## src/rtl/xmem_rd_stream_pkg.sv

```systemverilog
// Shared definitions for the Versat memory read stream source: conf field
// widths, packed configuration size, FSM encodings and bus slot index.
package xmem_rd_stream_pkg;

    localparam int XRD_DATA_W   = 32;
    localparam int XRD_ADDR_W   = 10;
    localparam int XRD_PERIOD_W = 10;

    // start, incr, shift are address-wide; iter, per, duty, delay are period-wide
    localparam int RD_CONF_BITS = 3 * XRD_ADDR_W + 4 * XRD_PERIOD_W;

    localparam logic [1:0] ST_IDLE  = 2'd0;
    localparam logic [1:0] ST_DELAY = 2'd1;
    localparam logic [1:0] ST_RUN   = 2'd2;

    // Position of this source's word among the flow_out slots of the data bus
    localparam int RD_SLOT = 0;

endpackage

```

## src/rtl/xmem_rd_stream_if.sv

```systemverilog
// Memory read port plus the data bus slot driven by the read stream source.
interface xmem_rd_stream_if #(
    parameter int DATA_W = 32,
    parameter int ADDR_W = 10
);
    logic              mem_en;
    logic [ADDR_W-1:0] mem_addr;
    logic [DATA_W-1:0] mem_rdata;
    logic [DATA_W-1:0] flow_out;
    logic              flow_out_valid;

    modport master (
        output mem_en, mem_addr, flow_out, flow_out_valid,
        input  mem_rdata
    );

    modport slave (
        input  mem_en, mem_addr, flow_out, flow_out_valid,
        output mem_rdata
    );
endinterface

```

## src/rtl/xmem_rd_stream_xagu_loop.sv

```systemverilog
// Two-level (iterations x period) address generator with duty gating;
// addresses wrap modulo 2^ADDR_W.
module xagu_loop #(
    parameter int ADDR_W   = 10,
    parameter int PERIOD_W = 10
) (
    input  logic                clk,
    input  logic                rst,
    input  logic                load,
    input  logic                step,
    input  logic [ADDR_W-1:0]   load_addr,
    input  logic [PERIOD_W-1:0] iter,
    input  logic [PERIOD_W-1:0] per,
    input  logic [PERIOD_W-1:0] duty,
    input  logic [ADDR_W-1:0]   incr,
    input  logic [ADDR_W-1:0]   shift,
    output logic                en,
    output logic [ADDR_W-1:0]   addr,
    output logic                last
);
    localparam logic [PERIOD_W-1:0] ONE_P = 1;

    logic [PERIOD_W-1:0] per_cnt, iter_cnt, duty_eff;
    logic                empty, per_last;

    assign duty_eff = (duty > per) ? per : duty;
    // An empty loop still occupies one RUN cycle so the FSM has a uniform exit
    assign empty    = (iter == '0) || (per == '0);
    assign per_last = (per_cnt == per - ONE_P);
    assign en       = step && !empty && (per_cnt < duty_eff);
    assign last     = empty || (per_last && (iter_cnt == iter - ONE_P));

    always_ff @(posedge clk or negedge rst) begin
        if (!rst) begin
            per_cnt  <= '0;
            iter_cnt <= '0;
            addr     <= '0;
        end else if (load) begin
            per_cnt  <= '0;
            iter_cnt <= '0;
            addr     <= load_addr;
        end else if (step && !empty) begin
            if (per_last) begin
                per_cnt  <= '0;
                iter_cnt <= iter_cnt + ONE_P;
            end else begin
                per_cnt  <= per_cnt + ONE_P;
            end
            addr <= addr + (en ? incr : '0) + (per_last ? shift : '0);
        end
    end
endmodule

```

## src/rtl/xmem_rd_stream.sv

```systemverilog
// Versat read stream source: run-triggered delay/run FSM around xagu_loop,
// with a one-stage landing register that places read words on flow_out.
module xmem_rd_stream
    import xmem_rd_stream_pkg::*;
#(
    parameter int DATA_W   = XRD_DATA_W,
    parameter int ADDR_W   = XRD_ADDR_W,
    parameter int PERIOD_W = XRD_PERIOD_W
) (
    input  logic                clk,
    input  logic                rst,
    input  logic                run,
    output logic                done,
    input  logic [ADDR_W-1:0]   conf_start,
    input  logic [PERIOD_W-1:0] conf_iter,
    input  logic [PERIOD_W-1:0] conf_per,
    input  logic [PERIOD_W-1:0] conf_duty,
    input  logic [ADDR_W-1:0]   conf_incr,
    input  logic [ADDR_W-1:0]   conf_shift,
    input  logic [PERIOD_W-1:0] conf_delay,
    xmem_rd_stream_if.master    bus
);
    localparam logic [PERIOD_W-1:0] ONE_P = 1;

    logic [1:0]          state;
    logic [PERIOD_W-1:0] dly_cnt;
    logic [PERIOD_W-1:0] iter_q, per_q, duty_q, delay_q;
    logic [ADDR_W-1:0]   incr_q, shift_q;
    logic                agu_en, agu_last;
    logic [ADDR_W-1:0]   agu_addr;
    logic                rd_vld, rd_cur;
    logic [DATA_W-1:0]   flow_q;
    logic                flow_vld_q;

    always_ff @(posedge clk or negedge rst) begin
        if (!rst) begin
            state   <= ST_IDLE;
            dly_cnt <= '0;
            iter_q  <= '0;
            per_q   <= '0;
            duty_q  <= '0;
            delay_q <= '0;
            incr_q  <= '0;
            shift_q <= '0;
        end else if (run) begin
            iter_q  <= conf_iter;
            per_q   <= conf_per;
            duty_q  <= conf_duty;
            delay_q <= conf_delay;
            incr_q  <= conf_incr;
            shift_q <= conf_shift;
            dly_cnt <= '0;
            state   <= (conf_delay == '0) ? ST_RUN : ST_DELAY;
        end else begin
            case (state)
                ST_DELAY: begin
                    if (dly_cnt == delay_q - ONE_P) state <= ST_RUN;
                    else                            dly_cnt <= dly_cnt + ONE_P;
                end
                ST_RUN:  if (agu_last) state <= ST_IDLE;
                ST_IDLE: state <= ST_IDLE;
                default: state <= ST_IDLE;
            endcase
        end
    end

    xagu_loop #(.ADDR_W(ADDR_W), .PERIOD_W(PERIOD_W)) u_agu (
        .clk       (clk),
        .rst       (rst),
        .load      (run),
        .step      (state == ST_RUN),
        .load_addr (conf_start),
        .iter      (iter_q),
        .per       (per_q),
        .duty      (duty_q),
        .incr      (incr_q),
        .shift     (shift_q),
        .en        (agu_en),
        .addr      (agu_addr),
        .last      (agu_last)
    );

    // A read issued alongside a restart still lands, but does not count as
    // belonging to the new sequence.
    always_ff @(posedge clk or negedge rst) begin
        if (!rst) begin
            rd_vld     <= 1'b0;
            rd_cur     <= 1'b0;
            flow_q     <= '0;
            flow_vld_q <= 1'b0;
        end else begin
            rd_vld <= agu_en;
            rd_cur <= agu_en && !run;
            if (rd_vld) flow_q <= bus.mem_rdata;
            if (run)                   flow_vld_q <= 1'b0;
            else if (rd_vld && rd_cur) flow_vld_q <= 1'b1;
        end
    end

    assign done               = (state == ST_IDLE);
    assign bus.mem_en         = agu_en;
    assign bus.mem_addr       = agu_addr;
    assign bus.flow_out       = flow_q;
    assign bus.flow_out_valid = flow_vld_q;
endmodule

```

## src/flat_wrapper.sv

```systemverilog
// flat-port wrapper written by rule: the top's interface ports become plain ports
module xmem_rd_stream_flat import xmem_rd_stream_pkg::*;
#(
    parameter int DATA_W   = XRD_DATA_W,
    parameter int ADDR_W   = XRD_ADDR_W,
    parameter int PERIOD_W = XRD_PERIOD_W
)
  (clk, rst, run, done, conf_start, conf_iter, conf_per, conf_duty, conf_incr, conf_shift, conf_delay, bus_mem_en, bus_mem_addr, bus_flow_out, bus_flow_out_valid, bus_mem_rdata);
  xmem_rd_stream_if #(.DATA_W(DATA_W), .ADDR_W(ADDR_W)) bus_i ();
  input  logic clk;
  input  logic rst;
  input  logic run;
  output logic done;
  input  logic [ADDR_W-1:0] conf_start;
  input  logic [PERIOD_W-1:0] conf_iter;
  input  logic [PERIOD_W-1:0] conf_per;
  input  logic [PERIOD_W-1:0] conf_duty;
  input  logic [ADDR_W-1:0] conf_incr;
  input  logic [ADDR_W-1:0] conf_shift;
  input  logic [PERIOD_W-1:0] conf_delay;
  output wire logic [$bits(bus_i.mem_en)-1:0] bus_mem_en;
  output wire logic [$bits(bus_i.mem_addr)-1:0] bus_mem_addr;
  output wire logic [$bits(bus_i.flow_out)-1:0] bus_flow_out;
  output wire logic [$bits(bus_i.flow_out_valid)-1:0] bus_flow_out_valid;
  input wire logic [$bits(bus_i.mem_rdata)-1:0] bus_mem_rdata;
  assign bus_mem_en = bus_i.mem_en;
  assign bus_mem_addr = bus_i.mem_addr;
  assign bus_flow_out = bus_i.flow_out;
  assign bus_flow_out_valid = bus_i.flow_out_valid;
  assign bus_i.mem_rdata = bus_mem_rdata;
  xmem_rd_stream #(.DATA_W(DATA_W), .ADDR_W(ADDR_W), .PERIOD_W(PERIOD_W)) u_core (.clk(clk), .rst(rst), .run(run), .done(done), .conf_start(conf_start), .conf_iter(conf_iter), .conf_per(conf_per), .conf_duty(conf_duty), .conf_incr(conf_incr), .conf_shift(conf_shift), .conf_delay(conf_delay), .bus(bus_i));
endmodule
```

## config.mk

```make
export PLATFORM = sky130hd
export DESIGN_NAME = xmem_rd_stream_flat
export DESIGN_NICKNAME = d
export VERILOG_FILES = /design/src/rtl/xmem_rd_stream_pkg.sv /design/src/rtl/xmem_rd_stream_if.sv /design/src/rtl/xmem_rd_stream_xagu_loop.sv /design/src/rtl/xmem_rd_stream.sv /design/src/flat_wrapper.sv
export SDC_FILE = /design/constraint.sdc
export NUM_CORES = 1
export LEC_CHECK = 0
export CAP_MARGIN = 30
export CORE_ASPECT_RATIO = 1.4
export CORE_MARGIN = 4
export CORE_UTILIZATION = 53
export DETAILED_ROUTE_END_ITERATION = 6
export PLACE_DENSITY = 0.8
export RECOVER_POWER = 100
export SLEW_MARGIN = 10
export SYNTH_ARGS = -nofsm -noshare
export SYNTH_HDL_FRONTEND = slang
export SYNTH_SLANG_ARGS = --single-unit
```

## constraint.sdc

```tcl
create_clock -name clk -period 6.57 [get_ports clk]
set_input_delay 1.314 -clock clk [delete_from_list [all_inputs] [get_ports clk]]
set_output_delay 1.314 -clock clk [all_outputs]
set_load 0.01 [all_outputs]
```

# Word level (Yosys, flattened, before mapping)
# Cells that the tools add are included.
# totals
regBits	137
latchBits	0
ram_bits	0
mem_bits_ro	0
out_inout_bits	45
elab_cells	74
memories	0
# op_classes
n_addsub	8
multipliers	0
div_mod_pow	0
order_cmp	2
n_eq_ne	8
n_shift	0
n_mux	21
bitwise_logic	0
n_reduce_logical	20
# op_table
operator	n
two-way mux 10 bit	14
adder 10 x 1 -> 10 bit, second input constant	3
equality test 10 bit	3
zero test 10 bit	3
subtractor 10 x 1 -> 10 bit, second input constant	3
adder 10 bit	2
> comparator 10 bit	1
< comparator 10 bit	1
two-way mux 2 bit	4
nonzero test 2 bit	4
inequality test 3 x 2 -> 1 bit, second input constant	2
AND reduction 2 bit	3
logical AND 1 bit	5
one-hot mux 2 bit (2 select lines)	1
equality test 2 x 1 -> 1 bit, second input constant	1
equality test 2 bit, second input constant	1
zero test 1 bit	2
zero test 2 bit	1
logical OR 1 bit	2
two-way mux 1 bit	2
inequality test 2 bit, second input constant	1

# Longest topological paths before layout
# Gate-level depths: netlist of run 1.
# logic_depth
ltp_word	10
depth_mapped	29
depth_no_buf	27

# Hierarchy
# Synthesis of run 1 repeated with hierarchy kept, for this count alone.
# hier_totals
cells_unflattened	734
hier_area_um2	7872.6
# modules_own_cells
mod	instances	cells_each	area_per_inst_um2	seq_area_each_um2
xmem_rd_stream	1	324	4508.1	2677.6
xagu_loop	1	410	3364.5	750.7

# Worst setup path after synthesis of run 1
# OpenSTA, ideal clock, no wires.
# synth_timing
kind	flip-flop to flip-flop
start	register u_core.per_q[2]
end	register u_core.u_agu.addr[9]
t_arrival_ns	5.725
setup_slack_ns	0.754
path_stages_with_launch	28
path_cell_list	dfrtp_1 -> inv_1 -> ha_1 -> and4_1 -> o21a_1 -> o31a_1 -> o21ai_1 -> clkbuf_1 -> a21oi_1 -> ha_1 -> nand3_1 -> nor3_1 -> a221oi_1 -> o211ai_1 -> a31oi_1 -> clkbuf_1 -> and2_1 -> fa_1 -> ha_1 -> inv_1 -> fa_1 -> nor2b_1 -> o21ai_0 -> a21oi_1 -> o41ai_1 -> xnor2_1 -> xnor3_1 -> o221ai_1
# synth_via
elab_chain_cells	10
# synth_rtl
element	line_no	text
from (decl)	xmem_rd_stream.sv:27	logic [PERIOD_W-1:0] iter_q, per_q, duty_q, delay_q;
from (signal assigned)	xmem_rd_stream.sv:47	per_q <= conf_per;
parallel branches: the longest is 4 deep, another holds > comparator 10 bit	--	
logical AND 1 bit *	xmem_rd_stream_xagu_loop.sv:30	assign en = step && !empty && (per_cnt < duty_eff);
net bus_mem_en	flat_wrapper.sv:21	output wire logic [$bits(bus_i.mem_en)-1:0] bus_mem_en;
two-way mux 10 bit *	xmem_rd_stream_xagu_loop.sv:49	addr <= addr + (en ? incr : '0) + (per_last ? shift : '0);
adder 10 bit * (2 in series)	xmem_rd_stream_xagu_loop.sv:49	
two-way mux 10 bit *	xmem_rd_stream_xagu_loop.sv:42	end else if (step && !empty) begin
two-way mux 10 bit *	xmem_rd_stream_xagu_loop.sv:38	end else if (load) begin
to (signal assigned)	xmem_rd_stream_xagu_loop.sv:41	addr <= load_addr;
to (signal assigned)	xmem_rd_stream_xagu_loop.sv:49	
to (decl)	xmem_rd_stream_xagu_loop.sv:18	output logic [ADDR_W-1:0] addr,
# Mark *: on every way through the listed nets, which the timed path passes. The select of a mux whose other input is x is not followed.
# A chain may end at the register's enable or synchronous reset.

# Final worst setup path of run 1
# layout_timing
start	register u_core.per_q[2]
end	register u_core.u_agu.addr[9]
# layout_via
elab_chain_cells	10
# layout_rtl
element
parallel branches: the longest is 10 deep, another holds > comparator 10 bit
# Several ways; the timed one is not identified. The select of a mux whose other input is x is not followed.

==> impl_results.md, run 1 <==
- Setup ws final: 533 ps
- DP Wirelength: 14300 um
- Worst Path Arrival: 6350 ps
- Initial antenna violation count: 1
- Overall Power: roughly 2.6 mW
- #FFs+latches synth: approximately 140
- EDFF count, synth: 0
- Num CTS Buffers: 17
- Slowest CP cell: dfrtp_1
- Post-Route Skew: ~8.2 ps
- Comb power frac: 0.252
- Failing checks: max-capacitance violations, max-slew violations
- Cell family with most CP delay: compound AO/OA/AOI/OAI gates
- Share of cells above drive strength 1: 0.131
- # resized after CTS: 0
- First-pass GRT wire length: approximately 31000 um
- H-tree level count: 4
- Pre-CTS setup slack: around 700 ps
- Relative max-transition margin: -1.43
- Critical path fanouts, max: 18
- Hold crit path type: flop to flop
- Cells after synthesis: around 740
- DRT Wirelength: between 15000 and 20000 um
- Non-filler cells, final: 1088
- # setup viols final: 0
- Area contributors post-synth: dfrtp_1, mux2_2, ha_1
- Clk pwr share: 0.340
- Synthesis Warnings: 0
- Port bufs: 149
- CTS Buffer Depth: 2
- CTS tree: yes
- Max frequency: 166 MHz
- I/O pins: 150
- Fin crit share: 0.919
- Library cells used by synthesis: between 60 and 70
- Worst-path clk slew: 60 ps
- Layout fillers: 1075
- Worst-margin pin slew: 3640 ps
- Critical path type: flop to flop
- Average size of a mapped cell: between 10 and 15 sq um
- Die width: 110 um
- Site row count: 52
- Startpoint types: flop
- Top FF cell, synth: dfrtp_1
- Synthesis-to-layout area growth: 27.8%
- Area of the core: 14400 sq um
- Via-per-instance ratio: 5.71
- Pint: 1.84 mW
- Multi-input gate area: 4050 sq um
- Yosys top cell by area: dfrtp_1
- DRC: 0
- Synth top area share: 0.442
- Core Util, Final: 0.689
- CP Buf/Inv Count: 4
- Largest net degree at the start of global routing: 88
- Max IR drop VDD: slightly above 200 uV
- Final worst path period need: 6040 ps
- Via count: 6209
- Detail Route Antenna Nets: 0
- Gr ovfl total: 0
- Root buffer cell: clkbuf_16
- Status: complete, but fails checks
- CP Capture Type: flop
- Seq/Total Area, Yosys: 0.442
- Max-cap violation count: 4
- Placed cells: between 1000 and 1500
- Syn_nets: 892
- Tot GR Track Use: 0.242
- Lkg Pwr: 4.24 nW
- Clock tree sinks: 137
- P_sw: 0.789 mW
- Vias in the first global route: between 6000 and 7000
- Worst EP required: 6880 ps
- FF+latch area: 3430 sq um
- Mapped cell area: 7750 sq um
- # hold bufs at CTS: 0
- Buffer count from post-CTS setup fixing: 0
- Initial DRC count: 291
- Die Y: 151 um
- Final Hold Fails: 0
- Slowest stage delay, CP: 440 ps
- Power Dens Cells: 265 nW/um^2
- Nets: 1033
- RSZ-0062 raised after global routing: false
- Setup TNS Final: 0 ps
- Wire length per cell: 17.8 um
- Share of flip-flops with an asynchronous set or reset: 1.00
- Register share of total power: 0.407
- Initial Util: 0.539
- Crit path top cell by count: ha_1
- Number of iterations in the first detailed-routing pass: 4
- Worst skew pair latency: between 400 and 500 ps
- Final Wtd Congestion: 0.967
- DIE AREA: 16700 sq um
- Count of pins over their slew limit: 271
- Switching Share: 0.300
-- flip-flops by register name, summed over array words and instances (netlist names) --
signal,flops
u_core.iter_q,10
u_core.state,2
u_core.u_agu.per_cnt,10
u_core.rd_vld,1
u_core.bus.flow_out,32
u_core.rd_cur,1
u_core.duty_q,10
u_core.u_agu.addr,10
u_core.bus.flow_out_valid,1
u_core.dly_cnt,10
u_core.incr_q,10
u_core.delay_q,10
u_core.shift_q,10
u_core.u_agu.iter_cnt,10
u_core.per_q,10
-- cell families after synthesis --
kind of cell / share of synthesized area
and+or+nand+nor: 0.148
AOI/OAI and AO/OA: 0.117
DFF: 0.442
muxes: 0.119
buffers and inverters: 0.0329
xor gates and xnor gates: 0.0616
adders and majority gates: 0.0791
-- power by group through the flow --
stage	Combinational [mW]	Clock (mW)	Sequential, mW
finish	0.662	0.894	1.07
global route	0.729	0.948	1.09
CTS	0.711	0.907	1.08
detailed placement	0.703	0	1.09
global placement	0.683	0	1.08
floorplan	0.313	0	1.11
-- metal layers --
layer | part of all wire | track usage
met1 | 0.38 | 0.282
met2 | 0.53 | 0.425
met3 | 0.051 | 0.0495
met4 | 0.038 | 0.112
met5 | 0 | 0
-- synthesized netlist by cell type, types with 7 or more instances --
master      n
nor3_1     17
o31ai_1     7
xnor2_1    33
inv_1      34
ha_1       33
or4_1       8
nor2_1     48
nor4_1      8
nor2b_1    11
xor2_1     19
mux2_2     76
o21ai_0    47
or3_1      14
nand2_1    48
clkbuf_1   27
nand4_1     7
fa_1       10
and2_1     10
dfrtp_1   137
nand3_1    17
a21oi_1    39
and3_1      9
mux2i_1     7
-- worst paths after layout --
kind | slack, ps | cells past startpoint | start | to
setup / recovery | 530 | 28 | u_core.per_q[2]$_DFFE_PN0P_ | u_core.u_agu.addr[9]$_DFFE_PN0P_
hold / removal | 490 | 2 | u_core.rd_cur$_DFF_PN0_ | u_core.bus.flow_out_valid$_DFFE_PN0P_
setup reg to reg | 530 | 28 | u_core.per_q[2]$_DFFE_PN0P_ | u_core.u_agu.addr[9]$_DFFE_PN0P_
hold reg to reg | 490 | 2 | u_core.rd_cur$_DFF_PN0_ | u_core.bus.flow_out_valid$_DFFE_PN0P_
max in group asynchronous | 1400 | 3 | rst | u_core.bus.flow_out[29]$_DFFE_PN0P_
min in group asynchronous | 2130 | 1 | rst | u_core.shift_q[6]$_DFFE_PN0P_
-- worst register-to-register path: cells and delay by family, from the launching register on --
family / cells / cell delay (ps)
adders and majority gates: 5 / 1370
DFF: 1 / 440
AOI/OAI and AO/OA: 11 / 2230
and+or+nand+nor: 6 / 700
xor gates and xnor gates: 2 / 570
buffers and inverters: 4 / 620
-- placed cells by master, fill, tap and decap left out, types with 8 or more instances in the layout --
| master | synthesis | final |
|---|---|---|
| nand3_1 | 17 | 17 |
| dfrtp_1 | 137 | 137 |
| a21oi_1 | 39 | 39 |
| xor2_1 | 19 | 19 |
| nand4_1 | 7 | 8 |
| inv_1 | 34 | 34 |
| and3_1 | 9 | 9 |
| nor3_1 | 17 | 17 |
| fa_1 | 10 | 10 |
| ha_1 | 33 | 33 |
| or3_1 | 14 | 14 |
| o21ai_0 | 47 | 47 |
| dlygate4sd3_1 | 0 | 75 |
| mux2_2 | 76 | 74 |
| nand2_1 | 48 | 48 |
| clkbuf_16 | 0 | 17 |
| xnor2_1 | 33 | 33 |
| clkdlybuf4s50_1 | 0 | 72 |
| or4_1 | 8 | 8 |
| nor2_1 | 48 | 48 |
| nor2b_1 | 11 | 11 |
| nor4_1 | 8 | 8 |
-- through the flow --
stage	cell area (sq um)	hold slack [ps]
5_1_grt	9910	510
4_1_cts	9940	486
2_1_floorplan	7750	458
6_report	9910	486
3_5_place_dp	9390	470
3_3_place_gp	9390	472
-- cell type report --
class | count | area share
timing repair buffer | 155 | 0.153
tap | 189 | 0.0239
clock inverter | 14 | 0.0115
multi-input combinational | 540 | 0.408
antenna | 1 | 0.000252
sequential | 137 | 0.346
clock buffer | 18 | 0.0443
inverter | 34 | 0.0129
Note: power is estimated with default switching activity, not from simulation.
==> run 2: changes to the inputs <==
Settings changed: MAX_ROUTING_LAYER set to met4.
==> run 2 against run 1 <==
  * The run still ends with max-capacitance violations, max-slew violations left
  * Clock power is 12% higher
  * Flip-flop and latch count unchanged
  * Routed wire length increased by 1.7%
  * Worst setup slack improved by 99 ps
  * Non-clock buffer count increased by 1
  * Count of clock-buffer cells in the layout is 1 lower
  * Via count is 0.69% higher
  * Critical path type unchanged
  * Highest routed layer unchanged
==> impl_results.md, run 2 (synthesis results as in run 1) <==
- CP Buf/Inv Count: 3 (-1)
- First-pass GRT wire length: 31400 um (+0.55%)
- DRC: 0 (unchanged)
- H-tree level count: 4 (unchanged)
- Clock tree sinks: 137 (unchanged)
- Cell family with most CP delay: compound AO/OA/AOI/OAI gates
- Num CTS Buffers: 17 (unchanged)
- I/O pins: 150 (unchanged)
- Synthesis-to-layout area growth: 28.8%
- Setup TNS Final: 0 ps (unchanged)
- Pint: 1.94 mW (+5.8%)
- Initial Util: 0.539 (unchanged)
- Wire length per cell: 18.1 um (+1.6%)
- Buffer count from post-CTS setup fixing: 0 (unchanged)
- Site row count: 52 (unchanged)
- Final worst path period need: 5940 ps (-99.4 ps)
- Slowest stage delay, CP: 440 ps (about the same)
- Register share of total power: 0.392 (-0.015)
- CTS tree: yes
- Initial DRC count: 377 (+30%)
- Via-per-instance ratio: 5.74 (+0.60%)
- Worst EP required: 6880 ps (about the same)
- Crit path top cell by count: ha_1
- Relative max-transition margin: -2.10 (-0.675)
- Overall Power: 2.74 mW (+4.2%)
- Die width: 110 um (unchanged)
- Root buffer cell: clkbuf_16
- Fin crit share: 0.904 (-0.0151)
- DIE AREA: 16700 sq um (unchanged)
- Number of iterations in the first detailed-routing pass: 5 (+1)
- Power Dens Cells: 274 nW/um^2 (+3.4%)
- DP Wirelength: 14600 um (+1.9%)
- Via count: 6252 (+0.69%)
- Final Hold Fails: 0 (unchanged)
- Vias in the first global route: 6471 (+0.25%)
- Initial antenna violation count: 1 (unchanged)
- # hold bufs at CTS: 0 (unchanged)
- Lkg Pwr: 4.27 nW (+0.85%)
- Max reg flops: 32 (unchanged)
- Clk pwr share: 0.365 (+0.025)
- Worst Path Arrival: 6250 ps (-100 ps)
- Area of the core: 14400 sq um (unchanged)
- Largest net degree at the start of global routing: 102 (+16%)
- CP Capture Type: flop
- Max-cap violation count: 2 (-2)
- Failing checks: max-capacitance violations, max-slew violations
- Comb power frac: 0.244 (-0.008)
- Max IR drop VDD: 178 uV (-12%)
- CTS Buffer Depth: 2 (unchanged)
- Most frequent cells in the layout: dfrtp_1, mux2_2, dlygate4sd3_1
- Slowest CP cell: dfrtp_1
- P_sw: 0.792 mW (+0.46%)
- Tot GR Track Use: 0.251 (+0.00851)
- Worst skew pair latency: 430 ps (about the same)
- Switching Share: 0.290 (-0.0108)
- Die Y: 151 um (unchanged)
- Layout fillers: 1075 (unchanged)
- Max frequency: 168 MHz (+1.7%)
- Critical path type: flop to flop
- DRT Wirelength: 19700 um (+1.7%)
- Hold crit path type: flop to flop
- # resized after CTS: 0 (unchanged)
- Most common cell after layout, fill and taps aside: dfrtp_1
- Detail Route Antenna Nets: 0 (unchanged)
- Nets: 1034 (+0.097%)
- Share of cells above drive strength 1: 0.135 (+0.00319)
- Critical path fanouts, max: 10 (-8)
- Startpoint types: flop
- # setup viols final: 0 (unchanged)
- Count of pins over their slew limit: 161 (-41%)
- Status: complete, but fails checks
- Final Wtd Congestion: 0.900 (-7.0%)
- Gr ovfl total: 0 (unchanged)
- RSZ-0062 raised after global routing: false
- Port bufs: 149 (unchanged)
- Worst-margin pin slew: 4660 ps (+1010 ps)
- Worst-path clk slew: 60 ps (about the same)
- Post-Route Skew: 8.06 ps (-0.190 ps)
run 2: cell types whose count changed in the layout (fill, tap and decap cells not counted), sizes merged:
| cell | before | now |
|---|---|---|
| buf | 3 | 5 |
| bufinv | 0 | 3 |
| clkbuf | 23 | 21 |
| clkdlybuf4s50 | 72 | 71 |
| clkinv | 3 | 5 |
| clkinvlp | 4 | 2 |
| dlygate4sd3 | 75 | 76 |
| inv | 41 | 39 |
run 2: final timing paths:
path	startpoint	to	slack (ps)	cells past startpoint
setup / recovery	u_core.per_q[2]$_DFFE_PN0P_	u_core.u_agu.addr[9]$_DFFE_PN0P_	630	27
hold reg to reg	u_core.rd_cur$_DFF_PN0_	u_core.bus.flow_out_valid$_DFFE_PN0P_	490	2
setup reg to reg	u_core.per_q[2]$_DFFE_PN0P_	u_core.u_agu.addr[9]$_DFFE_PN0P_	630	27
max in group asynchronous	rst	u_core.bus.flow_out[24]$_DFFE_PN0P_	1410	1
min in group asynchronous	rst	u_core.shift_q[6]$_DFFE_PN0P_	2540	1
hold / removal	u_core.rd_cur$_DFF_PN0_	u_core.bus.flow_out_valid$_DFFE_PN0P_	490	2
run 2: layout make-up:
type | count | area [sq um] | share of cell area
flip-flops and latches | 137 | 3430 | 0.343
multi-input cells | 540 | 4060 | 0.406
well taps | 189 | 236 | 0.0237
clock buffers | 17 | 425 | 0.0426
repair buffers | 156 | 1520 | 0.153
inverters | 34 | 128 | 0.0128
clock inverters | 15 | 188 | 0.0188
diodes | 1 | 2.50 | 0.000251
run 2: layer usage:
metal	global-route usage	part of all wire
met3	0.0439	0.053
met4	0.103	0.028
met1	0.277	0.38
met5	-	0
met2	0.443	0.54
run 2: worst min-delay path, delay by kind of cell, from the launching register on:
family / cells / cell delay [ps]
flops: 1 / 330
simple gates: 1 / 70
compound gates: 1 / 60
run 2: stage by stage:
stage | instances | utilization | setup WS (ps) | area (sq um) | hold WS [ps]
after floorplan | 744 | - | 754 | 7750 | 458
after global placement | 1055 | 0.654 | 896 | 9400 | 468
after detailed placement | 1055 | 0.654 | 673 | 9400 | 491
after CTS | 1087 | 0.696 | 602 | 10000 | 501
after global routing | 1089 | 0.695 | 125 | 9990 | 518
final | 1089 | 0.695 | 632 | 9990 | 494
run 2: power by group through the flow:
stage	clock network (mW)	logic (mW)	registers (mW)
after floorplan	0	0.313	1.11
after global placement	0	0.686	1.08
after global routing	1.05	0.733	1.09
final	0.998	0.667	1.07
after CTS	1.01	0.713	1.08
after detailed placement	0	0.705	1.09
==> run 3: changes to the inputs <==
Settings changed: SETUP_SLACK_MARGIN set to 0.4.
==> run 3 against run 2 <==
  * Flip-flop and latch count is the same
  * Core utilization grew 0.19 points
  * Die area is the same
  * Combinational power grew 0.6%
  * Sequential power is essentially flat
  * Final area grew 0.28%
  * First-iteration DRC count shrank 3.7%
  * The flow still finishes with violations (max-capacitance violations, max-slew violations)
  * Power grew 0.15%
  * Global-route usage is the same
  * Hold slack lost 2.3 ps
  * Critical path type is now flop to primary output
  * Critical path depth shrank 9
  * Clock power is essentially flat
==> impl_results.md, run 3 (synthesis results as in run 1) <==
- RSZ-0062 raised after global routing: false
- CP Launch Point: u_core.per_q[5]$_DFFE_PN0P_
- Max-cap violation count: 2 (unchanged)
- Crit path to: bus_mem_en
- Clk pwr share: 0.364 (about the same)
- CTS tree: yes
- Worst Path Arrival: 4530 ps (-1720 ps)
- DP Wirelength: 14600 um (unchanged)
- DRC: 0 (unchanged)
- Non-filler cells, final: 1090 (+0.092%)
- I/O pins: 150 (unchanged)
- Power Dens Cells: 274 nW/um^2 (-0.12%)
- First-pass GRT wire length: 31400 um (unchanged)
- Status: complete, but fails checks
- Share of cells above drive strength 1: 0.140 (+0.00541)
- Final Wtd Congestion: 0.900 (unchanged)
- Slowest stage delay, CP: 630 ps (+190 ps)
- Comb power frac: 0.245 (about the same)
- Die width: 110 um (unchanged)
- Die Y: 151 um (unchanged)
- Lkg Pwr: 4.30 nW (+0.53%)
- Initial DRC count: 363 (-3.7%)
- Area of the core: 14400 sq um (unchanged)
- Pint: 1.95 mW (about the same)
- FF-to-FF path depth: 28 (+3.7%)
- Startpoint types: flop
- Max IR drop VDD: 178 uV (-0.12%)
- Num CTS Buffers: 17 (unchanged)
- Nets: 1035 (+0.097%)
- Multi-input gate area: 4060 sq um (+0.12%)
- Worst hold path startpoint: u_core.rd_cur$_DFF_PN0_
- Initial Util: 0.539 (unchanged)
- Crit Reg-Reg Endpoint: u_core.u_agu.addr[9]$_DFFE_PN0P_
- Via count: 6252 (unchanged)
- Worst-path clk slew: 60 ps (about the same)
- Slowest CP cell: dlygate4sd3_1
- R2r setup slk: 740 ps (+110 ps)
- Max frequency: 171 MHz (+1.6%)
- Initial antenna violation count: 1 (unchanged)
- Core Util, Final: 0.696 (+0.00192)
- CP Capture Type: primary output
- Synthesis-to-layout area growth: 29.2%
- R2r startpoint: u_core.per_q[5]$_DFFE_PN0P_
- Detail Route Antenna Nets: 0 (unchanged)
- FF+latch area: 3430 sq um (about the same)
- Via-per-instance ratio: 5.74 (about the same)
- Relative max-transition margin: -0.850 (+1.25)
- DRT Wirelength: 19800 um (+0.43%)
- Final Hold Fails: 0 (unchanged)
- Largest net degree at the start of global routing: 102 (unchanged)
- Worst-case hold slack: 491 ps (-2.27 ps)
- Root buffer cell: clkbuf_16
- Hold crit path type: flop to flop
- Critical path fanouts, max: 10 (unchanged)
- Worst-margin pin slew: 2780 ps (-1880 ps)
- DIE AREA: 16700 sq um (unchanged)
- Most frequent cells in the layout: dfrtp_1, dlygate4sd3_1, mux2_2
- Layout fillers: 1068 (-0.65%)
- Register share of total power: 0.391 (about the same)
- Final worst path period need: 5850 ps (-91.8 ps)
- Number of iterations in the first detailed-routing pass: 5 (unchanged)
- CTS Buffer Depth: 2 (unchanged)
- Setup TNS Final: 0 ps (unchanged)
- Worst EP required: 5260 ps (-1620 ps)
- Overall Power: 2.74 mW (+0.15%)
- Vias in the first global route: 6471 (unchanged)
- Switching Share: 0.290 (+0.000456)
- Most common cell after layout, fill and taps aside: dfrtp_1
- Failing checks: max-capacitance violations, max-slew violations
- P_sw: 0.795 mW (+0.31%)
- Tot GR Track Use: 0.251 (unchanged)
- Max reg flops: 32 (unchanged)
- Wire length per cell: 18.2 um (+0.33%)
- Crit path top cell by count: ha_1
- CP cell instances: inv_1 > ha_1 > and4_1 > o21a_1 > o31a_1 > o21ai_2 > buf_6 > nor2_1 > a21oi_1 > ha_1 > nand3_1 > nor3_1 > a221oi_1 > o211ai_1 > a31oi_1 > clkbuf_1 > buf_4 > dlygate4sd3_1
- Gr ovfl total: 0 (unchanged)
- Post-Route Skew: 9.63 ps (+1.57 ps)
- Site row count: 52 (unchanged)
- Worst skew pair latency: 430 ps (about the same)
- # setup viols final: 0 (unchanged)
- Count of pins over their slew limit: 127 (-21%)
- Fin crit share: 0.890 (-0.0140)
- Clock tree sinks: 137 (unchanged)
- # hold bufs at CTS: 0 (unchanged)
- Placed cells: 1055 (unchanged)
- Critical path type: flop to primary output
- Port bufs: 149 (unchanged)
- H-tree level count: 4 (unchanged)
==> run 3: cell types whose count changed in the layout (fill, tap and decap cells not counted), sizes merged <==
cell / previous run / this run
clkdlybuf4s50: 71 / 70
dlygate4sd3: 76 / 77
dlymetal6s4s: 0 / 1
==> run 3: how the worst min path moves through the flow <==
stage | cells past startpoint | to | slack (ps)
finish | 2 | u_core.bus.flow_out_valid$_DFFE_PN0P_ | 490
global route | 1 | u_core.shift_q[2]$_DFFE_PN0P_ | 520
CTS | 2 | u_core.bus.flow_out_valid$_DFFE_PN0P_ | 500
detailed placement | 2 | u_core.bus.flow_out_valid$_DFFE_PN0P_ | 490
global placement | 2 | u_core.bus.flow_out_valid$_DFFE_PN0P_ | 470
floorplan | 2 | u_core.bus.flow_out_valid$_DFFE_PN0P_ | 460
==> run 3: timing repair <==
action                                  CTS  global route
endpoints found under the setup margin    0             3
endpoints found under the hold margin     0             0
setup buffers                             0             1
resized for setup                         0             9
==> run 3: layer usage <==
metal  vias to the layer above  routed length (um)  track usage
li1                       2959                   -            -
met1                      3069                7670        0.277
met2                       184               10600        0.443
met3                        40                 991       0.0439
met4                         0                 555        0.103
met5                         -                   0            -
==> run 3: area by class of cell <==
class,instances,share of cell area
Sequential cell,137,0.343
Tap cell,189,0.0236
Inverter,34,0.0127
Clock inverter,15,0.0187
Multi-Input combinational cell,540,0.405
Timing Repair Buffer,157,0.154
Clock buffer,17,0.0425
Antenna cell,1,0.000250
==> run 3: per-stage QoR <==
stage | area [sq um] | worst slack, ps
final | 10000 | 724
after global routing | 10000 | 288
after CTS | 10000 | 602
after detailed placement | 9400 | 673
after floorplan | 7750 | 754
after global placement | 9400 | 896
==> run 3: power groups by stage <==
stage / clock, mW / combinational, mW / sequential [mW]
after global routing: 1.05 / 0.736 / 1.09
after global placement: 0 / 0.686 / 1.08
after CTS: 1.01 / 0.713 / 1.08
final: 0.999 / 0.671 / 1.07
after detailed placement: 0 / 0.705 / 1.09
after floorplan: 0 / 0.313 / 1.11
==> run 3: worst max-delay path, delay by kind of cell, from the launching register on <==
kind,cells,cell delay (ps)
and+or+nand+nor,4,390
DFF,1,440
adders and majority gates,2,570
AOI/OAI and AO/OA,7,1470
buffers and inverters,5,1230
